`src/rtl/btn_conditioner.sv`:
```
// -----------------------------------------------------------------------------
// btn_conditioner
//   Conditions a raw, bouncing push-button into a clean debounced level plus
//   one-cycle event pulses: press, release, long-press and auto-repeat.
//
//   Pipeline: 2-flop synchronizer -> debounce counter -> press/release FSM.
//   All event pulses are registered and mutually exclusive; a release always
//   wins over a long-press or repeat event falling on the same cycle.
//
//   Configuration macro:
//     BTN_AUTOREPEAT_EN  - when defined, builds the repeat counter and drives
//                          repeat_tick; when undefined, repeat_tick is tied 0.
// -----------------------------------------------------------------------------
module btn_conditioner #(
  parameter int CLK_FREQ    = 100_000_000,  // clock frequency in Hz
  parameter int DEBOUNCE_MS = 20,           // stable time before level changes
  parameter int HOLD_MS     = 600,          // press time before long-press
  parameter int REPEAT_MS   = 150           // auto-repeat interval
) (
  input  logic clk,
  input  logic reset_n,
  input  logic btn_in,
  output logic btn_level,
  output logic press_tick,
  output logic release_tick,
  output logic long_tick,
  output logic repeat_tick
);

  // ---------------------------------------------------------------------------
  // Derived cycle counts and counter widths
  // ---------------------------------------------------------------------------
  localparam int DB_CYC   = CLK_FREQ / 1000 * DEBOUNCE_MS;
  localparam int HOLD_CYC = CLK_FREQ / 1000 * HOLD_MS;
  localparam int REP_CYC  = CLK_FREQ / 1000 * REPEAT_MS;

  // A terminal count of 1 still needs one counter bit to exist.
  localparam int DB_W   = (DB_CYC   > 1) ? $clog2(DB_CYC)   : 1;
  localparam int HOLD_W = (HOLD_CYC > 1) ? $clog2(HOLD_CYC) : 1;

  // Zero-length intervals would make the counters meaningless.
  if (DB_CYC < 1) begin : g_db_cyc_check
    $error("btn_conditioner: DB_CYC must be at least 1");
  end
  if (HOLD_CYC < 1) begin : g_hold_cyc_check
    $error("btn_conditioner: HOLD_CYC must be at least 1");
  end
  if (REP_CYC < 1) begin : g_rep_cyc_check
    $error("btn_conditioner: REP_CYC must be at least 1");
  end

  // ---------------------------------------------------------------------------
  // Types and signals
  // ---------------------------------------------------------------------------
  typedef enum logic [1:0] {
    ST_RELEASED = 2'd0,
    ST_HELD     = 2'd1,
    ST_LONG     = 2'd2
  } state_t;

  logic              r_sync1;
  logic              r_sync2;
  logic [DB_W-1:0]   r_db_cnt;
  logic              r_btn_level;
  logic              w_differ;
  logic              w_toggle;
  logic              w_rise;
  logic              w_fall;

  state_t            r_state;
  state_t            w_state_nxt;
  logic [HOLD_W-1:0] r_hold_cnt;
  logic              w_hold_done;

  logic              w_press_nxt;
  logic              w_release_nxt;
  logic              w_long_nxt;
  logic              r_press_tick;
  logic              r_release_tick;
  logic              r_long_tick;

`ifdef BTN_AUTOREPEAT_EN
  localparam int REP_W = (REP_CYC > 1) ? $clog2(REP_CYC) : 1;

  logic [REP_W-1:0]  r_rep_cnt;
  logic              w_rep_done;
  logic              w_repeat_nxt;
  logic              r_repeat_tick;
`endif

  // ---------------------------------------------------------------------------
  // Debounce datapath
  // ---------------------------------------------------------------------------
  // Synchronizer output disagrees with the current debounced level.
  assign w_differ = r_sync2 ^ r_btn_level;
  // Level flips on the edge where the disagreement has lasted DB_CYC cycles.
  assign w_toggle = w_differ && (r_db_cnt == DB_W'(DB_CYC - 1));
  assign w_rise   = w_toggle && !r_btn_level;
  assign w_fall   = w_toggle &&  r_btn_level;

  // Two-flop synchronizer for the asynchronous button input.
  always_ff @(posedge clk or negedge reset_n) begin
    if (!reset_n) begin
      r_sync1 <= 1'b0;
      r_sync2 <= 1'b0;
    end else begin
      // NOTE: non-blocking assignments make both flops sample pre-edge values;
      // blocking ones here would collapse the synchronizer into a single stage.
      r_sync1 <= btn_in;
      r_sync2 <= r_sync1;
    end
  end

  // Debounce counter: runs while input and level disagree, flips the level.
  always_ff @(posedge clk or negedge reset_n) begin
    if (!reset_n) begin
      r_db_cnt    <= '0;
      r_btn_level <= 1'b0;
    end else if (w_toggle) begin
      r_db_cnt    <= '0;
      r_btn_level <= ~r_btn_level;
    end else if (w_differ) begin
      r_db_cnt    <= r_db_cnt + DB_W'(1);
    end else begin
      r_db_cnt    <= '0;
    end
  end

  // ---------------------------------------------------------------------------
  // Press / hold / repeat FSM
  // ---------------------------------------------------------------------------
  // Hold counter reads k exactly k cycles after the press edge.
  assign w_hold_done = (r_hold_cnt == HOLD_W'(HOLD_CYC - 1));

`ifdef BTN_AUTOREPEAT_EN
  assign w_rep_done = (r_state == ST_LONG) && (r_rep_cnt == REP_W'(REP_CYC - 1));
`endif

  // State register.
  always_ff @(posedge clk or negedge reset_n) begin
    if (!reset_n) begin
      r_state <= ST_RELEASED;
    end else begin
      r_state <= w_state_nxt;
    end
  end

  // Next-state and next-tick decode; release always wins over long/repeat.
  always_comb begin
    // NOTE: every combinational output gets a default first, so no branch can
    // leave one unassigned and infer a latch.
    w_state_nxt   = r_state;
    w_press_nxt   = 1'b0;
    w_release_nxt = 1'b0;
    w_long_nxt    = 1'b0;
`ifdef BTN_AUTOREPEAT_EN
    w_repeat_nxt  = 1'b0;
`endif
    unique case (r_state)
      ST_RELEASED: begin
        if (w_rise) begin
          w_state_nxt = ST_HELD;
          w_press_nxt = 1'b1;
        end
      end
      ST_HELD: begin
        if (w_fall) begin
          w_state_nxt   = ST_RELEASED;
          w_release_nxt = 1'b1;
        end else if (w_hold_done) begin
          w_state_nxt = ST_LONG;
          w_long_nxt  = 1'b1;
        end
      end
      ST_LONG: begin
        if (w_fall) begin
          w_state_nxt   = ST_RELEASED;
          w_release_nxt = 1'b1;
        end
`ifdef BTN_AUTOREPEAT_EN
        else if (w_rep_done) begin
          w_repeat_nxt = 1'b1;
        end
`endif
      end
      default: begin
        w_state_nxt = ST_RELEASED;
      end
    endcase
  end

  // Hold counter: zero outside HELD, so it starts from 0 on every entry.
  always_ff @(posedge clk or negedge reset_n) begin
    if (!reset_n) begin
      r_hold_cnt <= '0;
    end else if (r_state == ST_HELD) begin
      r_hold_cnt <= r_hold_cnt + HOLD_W'(1);
    end else begin
      r_hold_cnt <= '0;
    end
  end

`ifdef BTN_AUTOREPEAT_EN
  // Repeat counter: free-runs in LONG and wraps every REP_CYC cycles.
  always_ff @(posedge clk or negedge reset_n) begin
    if (!reset_n) begin
      r_rep_cnt <= '0;
    end else if ((r_state == ST_LONG) && !w_rep_done) begin
      r_rep_cnt <= r_rep_cnt + REP_W'(1);
    end else begin
      r_rep_cnt <= '0;
    end
  end
`endif

  // Registered event pulses, aligned with the debounced level change.
  always_ff @(posedge clk or negedge reset_n) begin
    if (!reset_n) begin
      r_press_tick   <= 1'b0;
      r_release_tick <= 1'b0;
      r_long_tick    <= 1'b0;
`ifdef BTN_AUTOREPEAT_EN
      r_repeat_tick  <= 1'b0;
`endif
    end else begin
      r_press_tick   <= w_press_nxt;
      r_release_tick <= w_release_nxt;
      r_long_tick    <= w_long_nxt;
`ifdef BTN_AUTOREPEAT_EN
      r_repeat_tick  <= w_repeat_nxt;
`endif
    end
  end

  // ---------------------------------------------------------------------------
  // Outputs
  // ---------------------------------------------------------------------------
  assign btn_level    = r_btn_level;
  assign press_tick   = r_press_tick;
  assign release_tick = r_release_tick;
  assign long_tick    = r_long_tick;
`ifdef BTN_AUTOREPEAT_EN
  assign repeat_tick  = r_repeat_tick;
`else
  assign repeat_tick  = 1'b0;
`endif

endmodule

```
`config.mk`:
```
export PLATFORM = sky130hd
export DESIGN_NAME = btn_conditioner
export DESIGN_NICKNAME = d
export VERILOG_FILES = /design/src/rtl/btn_conditioner.sv
export SDC_FILE = /design/constraint.sdc
export NUM_CORES = 1
export LEC_CHECK = 0
export CORE_MARGIN = 2
export CORE_UTILIZATION = 60
export DETAILED_ROUTE_END_ITERATION = 7
export DONT_BUFFER_PORTS = 1
export GPL_ROUTABILITY_DRIVEN = 0
export PLACE_DENSITY = 0.76
export SETUP_SLACK_MARGIN = 0.5
export SYNTH_ARGS = -nofsm -noshare
export SYNTH_HDL_FRONTEND = slang
export SYNTH_SLANG_ARGS = --single-unit
```
`constraint.sdc`:
```
create_clock -name clk -period 3.5 [get_ports clk]
set_clock_uncertainty 0.1 [all_clocks]
set_input_delay 0.7 -clock clk [delete_from_list [all_inputs] [get_ports clk]]
set_output_delay 0.7 -clock clk [all_outputs]
set_load 0.02 [all_outputs]
```
==> flow_summary.toml <==
[floorplanning]
placement_rows = 24
coreArea_sq_um = 4410
pin_count = 8
dieArea_sq_um = 5220
die_h_um = 72.2
start_util_pct = 63.3
dieWidth_um = 72.2

[global_route]
antenna_found_initial = 0
grt_remaining_overflow = 0
grt_pass1_wl_um = 8710
grt_max_degree = 56
track_usage_pct = 21.3
grt_pass1_vias = 1890

[power]
ir_drop_uv = 218
clock_power_share_pct = 39.1
pwr-share-comb_pct = 2.4
p_total_mw = 1.10
power_density_nw_per_um2 = 372
p_sw_share_pct = 21.4
p_switching_uw = 235
p_int_uw = 863
p_leak_nw = 1.15
seqPwrFrac_pct = 58.4

[critical_path]
crit_required_ns = 3.55
critPathCapture = "r_db_cnt[19]$_DFF_PN0_"
crit_buf_inv = 0
max_stage_delay_ns = 0.55
critPathKind = "register to register"
crit_cells = 5
crit_family = "simple AND/OR/NAND/NOR gates"
rrSetupSlack_ns = 1.24
cp_slowest_cell = "or4b_1"
critPathLaunch = "r_db_cnt[7]$_DFF_PN0_"
critPathArrivalTime_ns = 2.31
startpoint_type = "register"
worst_setup_path_end_kind = "register"
crit_chain = "or4b_1 -> nor4_2 -> nand2_1 -> o21ai_2 -> nor2_1"
critPathMaxFanout = 21
r2r.worst_path.cells = 5
r2r-end = "r_db_cnt[19]$_DFF_PN0_"
r2r_start = "r_db_cnt[7]$_DFF_PN0_"

[synthesis]
syn_inst = 284
synth_area_leaders = "dfrtp_1 49%, xnor2_1 7.8%, nor2_1 7.0%"
ys_seq_elements = 55
syn_area_sq_um = 2790
synth_edf_count = 0
ys_types = 44
yosys_warnings = 0
synth_top_area_cell = "dfrtp_1"
synth_seq_area_share_pct = 49.3
synth_nets = 292
yosysTopAreaCellShare_pct = 49.3
syn_avg_cell_area_sq_um = 9.83
yosys_most_used_dff = "dfrtp_1"
async_reset_ff_share_pct = 100

[sta]
slew_headroom_pct = 42.3
worstMarginPinSlew_ns = 0.865
tns_ns = 0
finalSetupViolCount = 0
fin_crit_sh_pct = 64.5
rsz0062_at_grt = "false"
finalMaxSlewViolations = 0
holdWs_ns = 0.134
period_minus_slack_ns = 2.26
finalHoldViolCount = 0
fmax_ghz = 0.443

[clock_network]
htree_levels = 2
cts_sinks = 55
cts_buffers = 5
cts_tree = "built"
clockBufferDepth = 2
clk_latency_ns = 0.31
post_cts_resized = 0
clkTransAtPathRegs_ns = 0.11
cts-root-buf = "clkbuf_8"

[route]
detail-route-antenna-nets = 0
avgRoutedWirePerCell_um = 14.7
firstDrtPassIters = 4
drc = 0
dr_total_vias = 1932
vias_per_cell = 5.73
first_iter_violations = 117
wl_um = 4960

[final_layout]
multiInputGateArea_sq_um = 1320
num-nets-final = 292
layout-drive-gt1-share_pct = 7.02
final_cell_mix = "55 x dfrtp_1, 52 x nor2_1, 25 x xnor2_1"
fill_cells = 345
seqCellArea_sq_um = 1380
final_util_pct = 66.9
antenna_cells = 0
final_common_cell = "dfrtp_1"
syn_to_final_growth_pct = 5.73

[status]
status = "finished clean"

[min_path]
hold_class = "input pin to asynchronous set/reset pin"

[run]
maxCapViolCount = 0

[placement]
portBuffers = 0
hpwl_um = 3320
==> final cells by class <==
type	count	area share, %
Clock inverter	3	1.61
Sequential cell	55	46.6
Tap cell	52	2.20
Inverter	11	1.40
Timing Repair Buffer	2	1.19
Clock buffer	5	2.33
Multi-Input combinational cell	209	44.7
==> power by group through the flow <==
stage | Clock, mW | Combinational [mW] | Sequential [mW]
finish | 0.430 | 0.0268 | 0.642
global placement | 0 | 0.0120 | 0.654
global route | 0.458 | 0.0309 | 0.643
detailed placement | 0 | 0.0122 | 0.654
floorplan | 0 | 0.0134 | 0.654
CTS | 0.440 | 0.0281 | 0.642
==> what timing repair did <==
item / CTS / global route
buffers inserted: 0 / 0
hold buffers: 1 / 0
endpoints found under the setup margin: 0 / 0
endpoints found under the hold margin: 55 / 0
==> worst min path at each step <==
stage | start | to | slack [ns]
2_1_floorplan | r_sync1$_DFF_PN0_ | r_sync2$_DFF_PN0_ | 0.23
3_3_place_gp | r_sync1$_DFF_PN0_ | r_sync2$_DFF_PN0_ | 0.25
3_5_place_dp | r_sync1$_DFF_PN0_ | r_sync2$_DFF_PN0_ | 0.24
4_1_cts | reset_n | r_db_cnt[15]$_DFF_PN0_ | 0.14
5_1_grt | reset_n | r_db_cnt[15]$_DFF_PN0_ | 0.14
6_report | reset_n | r_db_cnt[15]$_DFF_PN0_ | 0.13
==> sequential cells by signal, summed over array words and instances (netlist names) <==
name          cells
release_tick      1
r_db_cnt         21
press_tick        1
r_state           2
r_sync2           1
r_sync1           1
long_tick         1
r_hold_cnt       26
btn_level         1
==> logic make-up (layout without fill, tap and decap cells) <==
group	after synthesis	after routing	share of synthesized area, %
buf+inv	20	21	3.49
compound gates	16	16	3.90
flops	55	55	49.3
other cells	1	1	0.134
xor+xnor	39	39	12.2
mux	1	1	0.537
simple gates	147	147	28.2
fa+ha+maj	5	5	2.24
==> synth_stat cells, drive strengths merged (2+ instances only) <==
| library cell | instances |
|---|---|
| and4 | 7 |
| o32ai | 2 |
| ha | 5 |
| nand2 | 19 |
| nand4 | 10 |
| xor2 | 14 |
| nor2b | 4 |
| nand2b | 2 |
| nor4 | 6 |
| nor4b | 3 |
| a21oi | 6 |
| nor3b | 2 |
| nor2 | 52 |
| buf | 6 |
| and2 | 5 |
| nand3 | 15 |
| inv | 10 |
| and3 | 2 |
| xnor2 | 25 |
| o21ai | 5 |
| clkbuf | 3 |
| dfrtp | 55 |
| nor3 | 10 |
| or4b | 2 |
| or3 | 3 |
==> per-layer routing <==
layer  wire, um  up-vias  share of wire, %  GRT usage [%]
met4         41        0              0.83           6.08
met5          0        -                 0              0
li1           -      965                 -              -
met2       2090       35                42           31.7
met3        179        5               3.6           4.44
met1       2650      927                53           31.7
==> through the flow <==
step                      instances  instance area (sq um)  worst slack, ns
after global routing            337                   2950             1.13
after CTS                       337                   2950             1.25
after floorplan                 284                   2790             1.66
final                           337                   2950             1.24
after global placement          328                   2810             1.33
after detailed placement        328                   2810             1.27
Power figures use the tool's default switching activity.
